==> src/rtl/tty10_pkg.sv <==
// tty10_pkg: shared constants for the KA10 console teletype interface.
//   - Default device code and I/O-bus bit positions (PDP-10 numbering, bit 35 = LSB).
//   - Transmit FSM state encoding.
//   - Helper that turns a PI assignment into a one-hot request vector.
package tty10_pkg;

    localparam logic [6:0] DevCodeDefault = 7'o24;

    // CONI status word layout
    localparam int unsigned ConiTtiBusy = 28;
    localparam int unsigned ConiTtiFlag = 29;
    localparam int unsigned ConiTtoBusy = 30;
    localparam int unsigned ConiTtoFlag = 31;
    localparam int unsigned PiaMsb      = 33;  // pia occupies [33:35] in CONI and CONO

    // CONO set bits
    localparam int unsigned ConoTtoFlag = 31;
    localparam int unsigned ConoTtiFlag = 32;

    // Character field for DATAO/DATAI, [28:35]
    localparam int unsigned DataMsb = 28;

    // Transmit FSM states
    localparam logic [1:0] StIdle = 2'd0;
    localparam logic [1:0] StSend = 2'd1;
    localparam logic [1:0] StWait = 2'd2;

    typedef logic [0:35] word_t;
    typedef logic [1:7]  pi_t;

    // Channel 0 means "no interrupt", so it yields an all-zero vector.
    function automatic pi_t pi_onehot(input logic [2:0] pia);
        pi_t r;
        for (int i = 1; i <= 7; i++) begin
            r[i] = (pia == 3'(i));
        end
        return r;
    endfunction

endpackage

==> src/rtl/tty10_tx.sv <==
// tty10_tx: output-character sequencer for tty10.
//   clk_i      : system clock
//   clr_i      : synchronous clear (system reset or I/O-bus reset); also masks tx_valid_o
//   start_i    : DATAO set accepted this cycle
//   data_i     : character to send (the output buffer's next value)
//   tx_ready_i : transmitter accepts the presented character
//   tx_valid_o : character presented (SEND)
//   tx_data_o  : presented character, held stable while tx_valid_o is high
//   done_o     : pulse on the last WAIT cycle (character time elapsed)
//   chain_o    : with done_o, a further character goes straight back to SEND
module tty10_tx
    import tty10_pkg::*;
#(
    parameter int unsigned char_cycles = 1000
) (
    input  logic       clk_i,
    input  logic       clr_i,
    input  logic       start_i,
    input  logic [7:0] data_i,
    input  logic       tx_ready_i,
    output logic       tx_valid_o,
    output logic [7:0] tx_data_o,
    output logic       done_o,
    output logic       chain_o
);

    localparam int unsigned     CntW    = (char_cycles > 1) ? $clog2(char_cycles) : 1;
    localparam logic [CntW-1:0] CntLoad = CntW'(char_cycles - 1);

    logic [1:0]      state_q, state_d;
    logic [CntW-1:0] cnt_q, cnt_d;
    logic            pend_q, pend_d;
    logic [7:0]      data_q, data_d;

    always_comb begin
        state_d = state_q;
        cnt_d   = cnt_q;
        pend_d  = pend_q;
        data_d  = data_q;
        done_o  = 1'b0;
        chain_o = 1'b0;
        case (state_q)
            StIdle: begin
                if (start_i) begin
                    state_d = StSend;
                    data_d  = data_i;
                end
            end
            StSend: begin
                // A reload while presenting is queued so tx_data_o stays stable.
                if (start_i) pend_d = 1'b1;
                if (tx_ready_i) begin
                    state_d = StWait;
                    cnt_d   = CntLoad;
                end
            end
            StWait: begin
                if (start_i) pend_d = 1'b1;
                if (cnt_q == '0) begin
                    done_o = 1'b1;
                    if (pend_q || start_i) begin
                        chain_o = 1'b1;
                        state_d = StSend;
                        data_d  = data_i;
                        pend_d  = 1'b0;
                    end else begin
                        state_d = StIdle;
                    end
                end else begin
                    cnt_d = cnt_q - CntW'(1);
                end
            end
            default: state_d = StIdle;
        endcase
    end

    always_ff @(posedge clk_i) begin
        if (clr_i) begin
            state_q <= StIdle;
            cnt_q   <= '0;
            pend_q  <= 1'b0;
            data_q  <= '0;
        end else begin
            state_q <= state_d;
            cnt_q   <= cnt_d;
            pend_q  <= pend_d;
            data_q  <= data_d;
        end
    end

    // An I/O-bus reset abandons the character immediately, not one cycle later.
    assign tx_valid_o = (state_q == StSend) && !clr_i;
    assign tx_data_o  = data_q;

endmodule

==> src/rtl/tty10.sv <==
// tty10: KA10 console teletype on the I/O bus.
//   clk, reset              : clock, synchronous active-high reset
//   iobus_iob_reset         : bus reset, same effect as reset
//   iobus_ios               : selected device number, matched against dev_code
//   iobus_cono_*/datao_*    : CONO/DATAO clear and set pulses
//   iobus_iob_coni/datai    : CONI/DATAI read levels
//   iobus_iob_out/_in       : bus data from / to the CPU (in is zero unless read)
//   iobus_pi                : registered one-hot PI request
//   tx_data/tx_valid/ready  : output character stream
//   rx_data/rx_valid        : received character strobe
module tty10
    import tty10_pkg::*;
#(
    parameter logic [6:0]  dev_code    = DevCodeDefault,
    parameter int unsigned char_cycles = 1000
) (
    input  logic        clk,
    input  logic        reset,
    input  logic        iobus_iob_reset,
    input  logic [3:9]  iobus_ios,
    input  logic        iobus_cono_clear,
    input  logic        iobus_cono_set,
    input  logic        iobus_datao_clear,
    input  logic        iobus_datao_set,
    input  logic        iobus_iob_coni,
    input  logic        iobus_iob_datai,
    input  logic [0:35] iobus_iob_out,
    output logic [0:35] iobus_iob_in,
    output logic [1:7]  iobus_pi,
    output logic [7:0]  tx_data,
    output logic        tx_valid,
    input  logic        tx_ready,
    input  logic [7:0]  rx_data,
    input  logic        rx_valid
);

    logic       clr, sel;
    logic       cono_clr, cono_set, datao_clr, datao_set, datai_sel, datai_end;
    logic       tx_done, tx_chain;

    logic [2:0] pia_q, pia_d;
    logic [7:0] tti_buf_q, tti_buf_d, tto_buf_q, tto_buf_d;
    logic       tti_flag_q, tti_flag_d, tti_busy_q, tti_busy_d;
    logic       tto_flag_q, tto_flag_d, tto_busy_q, tto_busy_d;
    logic       datai_q, datai_d;
    pi_t        pi_q, pi_d;

    logic       unused_out;
    assign unused_out = ^iobus_iob_out[0:27];

    assign clr = reset || iobus_iob_reset;
    assign sel = (iobus_ios == dev_code);

    // A clear pulse overrides a coincident set pulse of the same instruction.
    assign cono_clr  = sel && iobus_cono_clear;
    assign cono_set  = sel && iobus_cono_set && !iobus_cono_clear;
    assign datao_clr = sel && iobus_datao_clear;
    assign datao_set = sel && iobus_datao_set && !iobus_datao_clear;
    assign datai_sel = sel && iobus_iob_datai;
    assign datai_end = datai_q && !iobus_iob_datai;

    always_comb begin
        pia_d = pia_q;
        if (cono_set) pia_d = pia_q | iobus_iob_out[PiaMsb +: 3];
        if (cono_clr) pia_d = '0;

        tti_buf_d  = rx_valid ? rx_data : tti_buf_q;
        tti_busy_d = rx_valid;

        // Later assignments win: a new character survives the DATAI-end clear.
        tti_flag_d = tti_flag_q;
        if (datai_end) tti_flag_d = 1'b0;
        if (rx_valid) tti_flag_d = 1'b1;
        if (cono_set && iobus_iob_out[ConoTtiFlag]) tti_flag_d = 1'b1;
        if (cono_clr) tti_flag_d = 1'b0;

        tto_buf_d = tto_buf_q;
        if (datao_set) tto_buf_d = tto_buf_q | iobus_iob_out[DataMsb +: 8];
        if (datao_clr) tto_buf_d = '0;

        tto_flag_d = tto_flag_q;
        if (tx_done) tto_flag_d = 1'b1;
        if (cono_set && iobus_iob_out[ConoTtoFlag]) tto_flag_d = 1'b1;
        if (cono_clr || datao_clr) tto_flag_d = 1'b0;

        // Busy stays up across back-to-back characters.
        tto_busy_d = tto_busy_q;
        if (tx_done && !tx_chain) tto_busy_d = 1'b0;
        if (datao_set) tto_busy_d = 1'b1;

        datai_d = datai_sel;
        pi_d    = (tti_flag_q || tto_flag_q) ? pi_onehot(pia_q) : '0;
    end

    always_ff @(posedge clk) begin
        if (clr) begin
            pia_q      <= '0;
            tti_buf_q  <= '0;
            tti_flag_q <= 1'b0;
            tti_busy_q <= 1'b0;
            tto_buf_q  <= '0;
            tto_flag_q <= 1'b0;
            tto_busy_q <= 1'b0;
            datai_q    <= 1'b0;
            pi_q       <= '0;
        end else begin
            pia_q      <= pia_d;
            tti_buf_q  <= tti_buf_d;
            tti_flag_q <= tti_flag_d;
            tti_busy_q <= tti_busy_d;
            tto_buf_q  <= tto_buf_d;
            tto_flag_q <= tto_flag_d;
            tto_busy_q <= tto_busy_d;
            datai_q    <= datai_d;
            pi_q       <= pi_d;
        end
    end

    always_comb begin
        iobus_iob_in = '0;
        if (sel && iobus_iob_coni) begin
            iobus_iob_in[ConiTtiBusy]  = tti_busy_q;
            iobus_iob_in[ConiTtiFlag]  = tti_flag_q;
            iobus_iob_in[ConiTtoBusy]  = tto_busy_q;
            iobus_iob_in[ConiTtoFlag]  = tto_flag_q;
            iobus_iob_in[PiaMsb +: 3] = pia_q;
        end
        if (datai_sel) begin
            iobus_iob_in[DataMsb +: 8] = iobus_iob_in[DataMsb +: 8] | tti_buf_q;
        end
    end

    assign iobus_pi = pi_q;

    tty10_tx #(
        .char_cycles(char_cycles)
    ) u_tx (
        .clk_i     (clk),
        .clr_i     (clr),
        .start_i   (datao_set),
        .data_i    (tto_buf_d),
        .tx_ready_i(tx_ready),
        .tx_valid_o(tx_valid),
        .tx_data_o (tx_data),
        .done_o    (tx_done),
        .chain_o   (tx_chain)
    );

endmodule
==> config.mk <==
export PLATFORM = sky130hd
export DESIGN_NAME = tty10
export DESIGN_NICKNAME = d
export VERILOG_FILES = /design/src/rtl/tty10_pkg.sv /design/src/rtl/tty10_tx.sv /design/src/rtl/tty10.sv
export SDC_FILE = /design/constraint.sdc
export NUM_CORES = 1
export LEC_CHECK = 0
export BUFFER_PORTS_ARGS = -buffer_cell sky130_fd_sc_hd__buf_2
export CORE_MARGIN = 5
export CORE_UTILIZATION = 51
export CTS_CLUSTER_DIAMETER = 40
export CTS_CLUSTER_SIZE = 10
export DETAILED_ROUTE_END_ITERATION = 8
export PLACE_DENSITY_LB_ADDON = 0.15
export SYNTH_ARGS = -nofsm -noshare
export SYNTH_HDL_FRONTEND = slang
export SYNTH_HIERARCHICAL = 1
export SYNTH_SLANG_ARGS = --single-unit
==> constraint.sdc <==
create_clock -name clk -period 3.4 [get_ports clk]
set_clock_uncertainty 0.1 [all_clocks]
set_input_delay 0.17 -clock clk [delete_from_list [all_inputs] [get_ports clk]]
set_output_delay 0.17 -clock clk [all_outputs]
set_load 0.01 [all_outputs]
# After elaboration in Yosys (flattened, before gate mapping)
# Cells that the tools add are included.
totals:
  register_bits: 52
  ramBits: 0
  input_bits: 62
  elab_cells: 101
  mem_count: 0
  latchBits: 0
  out_inout_bits: 52
  romBits: 0
op_classes:
  addsub: 1
  n_shift: 0
  n_eq_ne: 15
  bitwise_logic: 4
  n_div: 0
  order_cmp: 0
  multipliers: 0
  n_reduce_logical: 35
  mux: 33
op_table:
  columns: ["cell", "count"]
  rows:
  - ["$mux 8", 6]
  - ["$mux 10", 2]
  - ["$pmux 10 s2", 1]
  - ["$mux 1", 16]
  - ["$or 8x8->8", 2]
  - ["$pmux 8 s2", 1]
  - ["$logic_and 1x1->1", 13]
  - ["$eq 3x3->1 const B", 4]
  - ["$logic_not 10->1", 1]
  - ["$sub 10x1->10 const B", 1]
  - ["$reduce_bool 2->1", 4]
  - ["$eq 7x5->1 const B", 1]
  - ["$eq 3x2->1 const B", 2]
  - ["$mux 2", 3]
  - ["$ne 2x1->1 const B", 3]
  - ["$pmux 2 s3", 1]
  - ["$reduce_and 3->1", 2]
  - ["$reduce_or 2->1", 3]
  - ["$logic_not 1->1", 5]
  - ["$logic_or 1x1->1", 4]
  - ["$mux 4", 1]
  - ["$ne 2x2->1 const B", 2]
  - ["$reduce_and 4->1", 1]
  - ["$eq 3x1->1 const B", 1]
  - ["other kinds (8)", 8]

# Longest topological paths before layout
logic_depth:
  word_depth: 11
  mapped_depth: 8
  depth_no_buf: 7

# Hierarchy
# The synthesis kept the hierarchy.
modules_own_cells:
  columns: ["module", "area_per_inst_um2", "cells_each", "n_inst", "seq_area_each_um2"]
  rows:
  - ["tty10", 1487.7, 166, 1, 620.6]
  - ["tty10_tx", 1162.4, 118, 1, 420.4]

# Worst setup path before layout
# No wires, ideal clock.
synth_path:
  path_kind: "register -> register"
  from: "register u_tx.state_q[0]"
  to: "register u_tx.cnt_q[7]"
  required_ns: 3.225
  setup_ns: 0.075
  slack_ns: 1.395
  stages_incl_launch_ff: 7
  arrival_time_ns: 1.830
  path_cell_list: "dfxtp_1 inv_1 ha_1 nand3b_1 o2111ai_1 or4_2 a31oi_1"
synth_via:
  elab_chain_len: 3
  word_cells_on_any_way: 7
  cone_classes: "4 x eq/ne; 1 x mux; 2 x reduce/logical"
synth_rtl:
  columns: ["element", "line_no", "source"]
  rows:
  - ["start: declaration", "tty10_tx.sv:30", "logic [1:0] state_q, state_d;"]
  - ["start signal: assignment", "tty10_tx.sv:79", "state_q <= StIdle;"]
  - ["start signal: assignment", "tty10_tx.sv:84", "state_q <= state_d;"]
  - ["$eq 2x2->1 / $eq 2x1->1 (equally long branches)", "tty10_tx.sv:42", "case (state_q)"]
  - ["$ne 2x2->1 (no line) / $reduce_bool 2->1 (equally long branches)", null, null]
  - ["$reduce_and 3->1 (no line)", null, null]
  - ["end signal: assignment", "tty10_tx.sv:85", "cnt_q <= cnt_d;"]
  - ["end: declaration", "tty10_tx.sv:31", "logic [CntW-1:0] cnt_q, cnt_d;"]
# Several ways; a longest one is shown, not always the timed one.
# A chain may end at the register's enable or synchronous reset.

# Worst setup path in the final report
# Same ends and word-level chain as after synthesis.

==> results.toml <==
[outcome]
status = "finished, final reports clean"

[global_routing]
grt_pass1_vias = 2043
gr-usage-all-layers_pct = 17.55
antenna_found_initial = 0
grt_max_degree = 31
grt_pass1_wl_um = 9287
overflow = 0

[synthesis]
yosysMostFrequentCell = "dfxtp_1"
synth_cell_type_count = 52
synth_warnings = 6
yosys.area.top_type = "dfxtp_1"
synth-seq-cells = 52
synth_flop_cell = "dfxtp_1"
synth_edf_count = 0
syn_area_per_cell_um2 = 9.331
synthArstFlopShare_pct = 0
syn_inst = 284
netlist_area_um2 = 2650
ys_top_cells_by_area = "dfxtp_1, buf_4, mux2i_1, nand2b_1, nor2_1"
yosysSeqAreaShare_pct = 39.28
yosysTopAreaCellShare_pct = 39.28
yosys-top-cells-count = "dfxtp_1, nor2_1, buf_4"

[detailed_routing]
postRouteAntennaNets = 0
first_pass_iters = 4
vias = 2111
routed_wl_um = 5431
wire_per_inst_um = 13.25
drt-vias-per-instance = 5.149
post-route-drc-count = 0
drt_iter0_markers = 54

[sta]
drv_slew = 0
min_period_ns = 2.174
clock.fmax_mhz = 460.0
rsz0062_at_grt = "no"
setup_viol = 0
tns_ns = 0
worst-slew-pin-transition_ns = 0.9195
hold_violations = 0
period_share_pct = 63.93
maxSlewHeadroom_pct = 38.63

[clock_network]
clk_pin_slew_worst_paths_ns = 0.09
clk-insertion-delay-late_ns = 0.30
cts_hold_buf = 0
cts_buffers = 5
clkSinkCount = 52
cts_tree = "yes"
cts_resized = 0
post_cts_buffers = 0
cts-root-buf = "clkbuf_8"
clock_path_buffers = 2
h-tree-depth = 2

[worst_setup_path]
crit_type = "reg -> reg"
cp_data_required_time_ns = 3.52
end_kind = "register"
r2r_slack_ns = 1.23
cp_max_fo = 4
start_kind = "register"
cp.arrival_ns = 2.29

[final_layout]
multi_input_area_um2 = 1389
diodes = 0
seqCellArea_um2 = 1041
postLayoutCellArea_um2 = 2972
nets = 407
n_fill_cell = 503
drive_above_1_share_pct = 24.71
area_growth_pct = 12.13

[floorplanning]
die_x_um = 82.09
core_area_um2 = 5075
die_h_um = 82.09
initial_utilization_pct = 52.22
io_pins = 114
num_rows = 26
dieArea_um2 = 6738

[min_path]
min_path_type = "in -> reg"

[job]
maxCapViolCount = 0

[power]
vdd_ir_drop_max_mv = 0.2508
powerDensity_nw_per_um2 = 355.5
p_leak_nw = 1.300

[place]
portBuffers = 57
place_congestion = 0.7542
dp_hpwl_um = 4123
post_dp_cell_area_um2 = 2878
-- final cells by class --
| type | instances | area share [%] |
|---|---|---|
| inverters | 12 | 1.516 |
| repair buffers | 61 | 10.61 |
| clock inverters | 1 | 0.2526 |
| well taps | 70 | 2.947 |
| flip-flops and latches | 52 | 35.03 |
| clock buffers | 7 | 2.905 |
| multi-input cells | 207 | 46.74 |
-- final timing paths --
path / start / endpoint / cells after the start
hold reg to reg: tto_buf_q[1] / tto_buf_q[1] / 2
setup / recovery: u_tx/state_q[0] / u_tx/cnt_q[7] / 6
setup reg to reg: u_tx/state_q[0] / u_tx/cnt_q[7] / 6
hold / removal: rx_data[5] / tti_buf_q[5] / 3
-- where the power goes --
part,switching [mW],internal [mW]
Clock,0.194,0.166
Combinational,0.0512,0.0308
Sequential,0.00214,0.613
-- layout by cell type (no fill, tap or decap), types with 2 or more instances in the layout --
cell       synthesis  routed
o31ai_1            2       2
a31oi_1           16      16
conb_1             1      28
a211oi_1           5       5
nor2_1            33      33
o2111ai_1          2       2
nand3b_1           3       3
buf_4             29       4
clkbuf_8           0       6
dfxtp_1           52      52
nand2b_1          20      20
nor3b_1            2       2
inv_1             12      12
nor3_1             3       3
a21oi_1           15      15
buf_2              2      57
or3_2              3       3
and3_1             2       2
nand3_1            3       3
o31ai_4            2       2
and3b_1            2       2
or3_1              4       4
o41ai_1            2       2
nor4b_2            2       2
ha_1               6       6
mux2i_1           17      17
a22oi_1            7       7
o21ai_0            5       5
-- kinds of logic (layout without fill, tap and decap cells) --
family	Yosys count	count (layout)	synth area share [%]
other cells	1	28	0.1415
flops	52	52	39.28
fa+ha+maj	6	6	2.833
buf+inv	52	81	12.13
compound gates	64	64	18.04
simple gates	90	90	20.40
mux	18	18	6.846
xor+xnor	1	1	0.3306
-- metrics by stage --
step / setup slack (ns) / std cells / util, % / hold slack (ns) / total power [mW]
after floorplan: 1.395 / 311 / - / 0.1660 / 0.7027
after global placement: 1.274 / 402 / 56.71 / 0.3081 / 0.7099
after detailed placement: 1.234 / 402 / 56.71 / 0.3179 / 0.7106
after CTS: 1.216 / 410 / 58.56 / 0.0007657 / 1.073
after global routing: 1.093 / 410 / 58.56 / 0.01973 / 1.109
final: 1.226 / 410 / 58.56 / 0.005148 / 1.056
-- routing by layer --
metal	part of all wire (%)	global-route usage, %	vias to the layer above
met5	0	0	-
met4	0.55	3.488	0
met3	6.6	4.934	2
met2	48	29.64	52
met1	45	22.34	983
li1	-	-	1074
-- flip-flops by register name, indices dropped and copies added, names as in the netlist --
| signal | cells |
|---|---|
| u_tx/cnt_q | 10 |
| tti_buf_q | 8 |
| tto_buf_q | 8 |
| u_tx/tx_data_o | 8 |
| iobus_pi | 7 |
| pia_q | 3 |
| u_tx/state_q | 2 |
| datai_q | 1 |
| tti_busy_q | 1 |
| tti_flag_q | 1 |
| tto_busy_q | 1 |
| tto_flag_q | 1 |
| u_tx/pend_q | 1 |
-- critical path: stages (launching register included) --
cell and delay, ns:
dfxtp_1 0.39, inv_1 0.09, ha_1 0.27, nand3b_1 0.27, o2111ai_1 0.23, or4_2 0.57
a31oi_1 0.17
No activity file was read; power rests on OpenSTA's default activity.
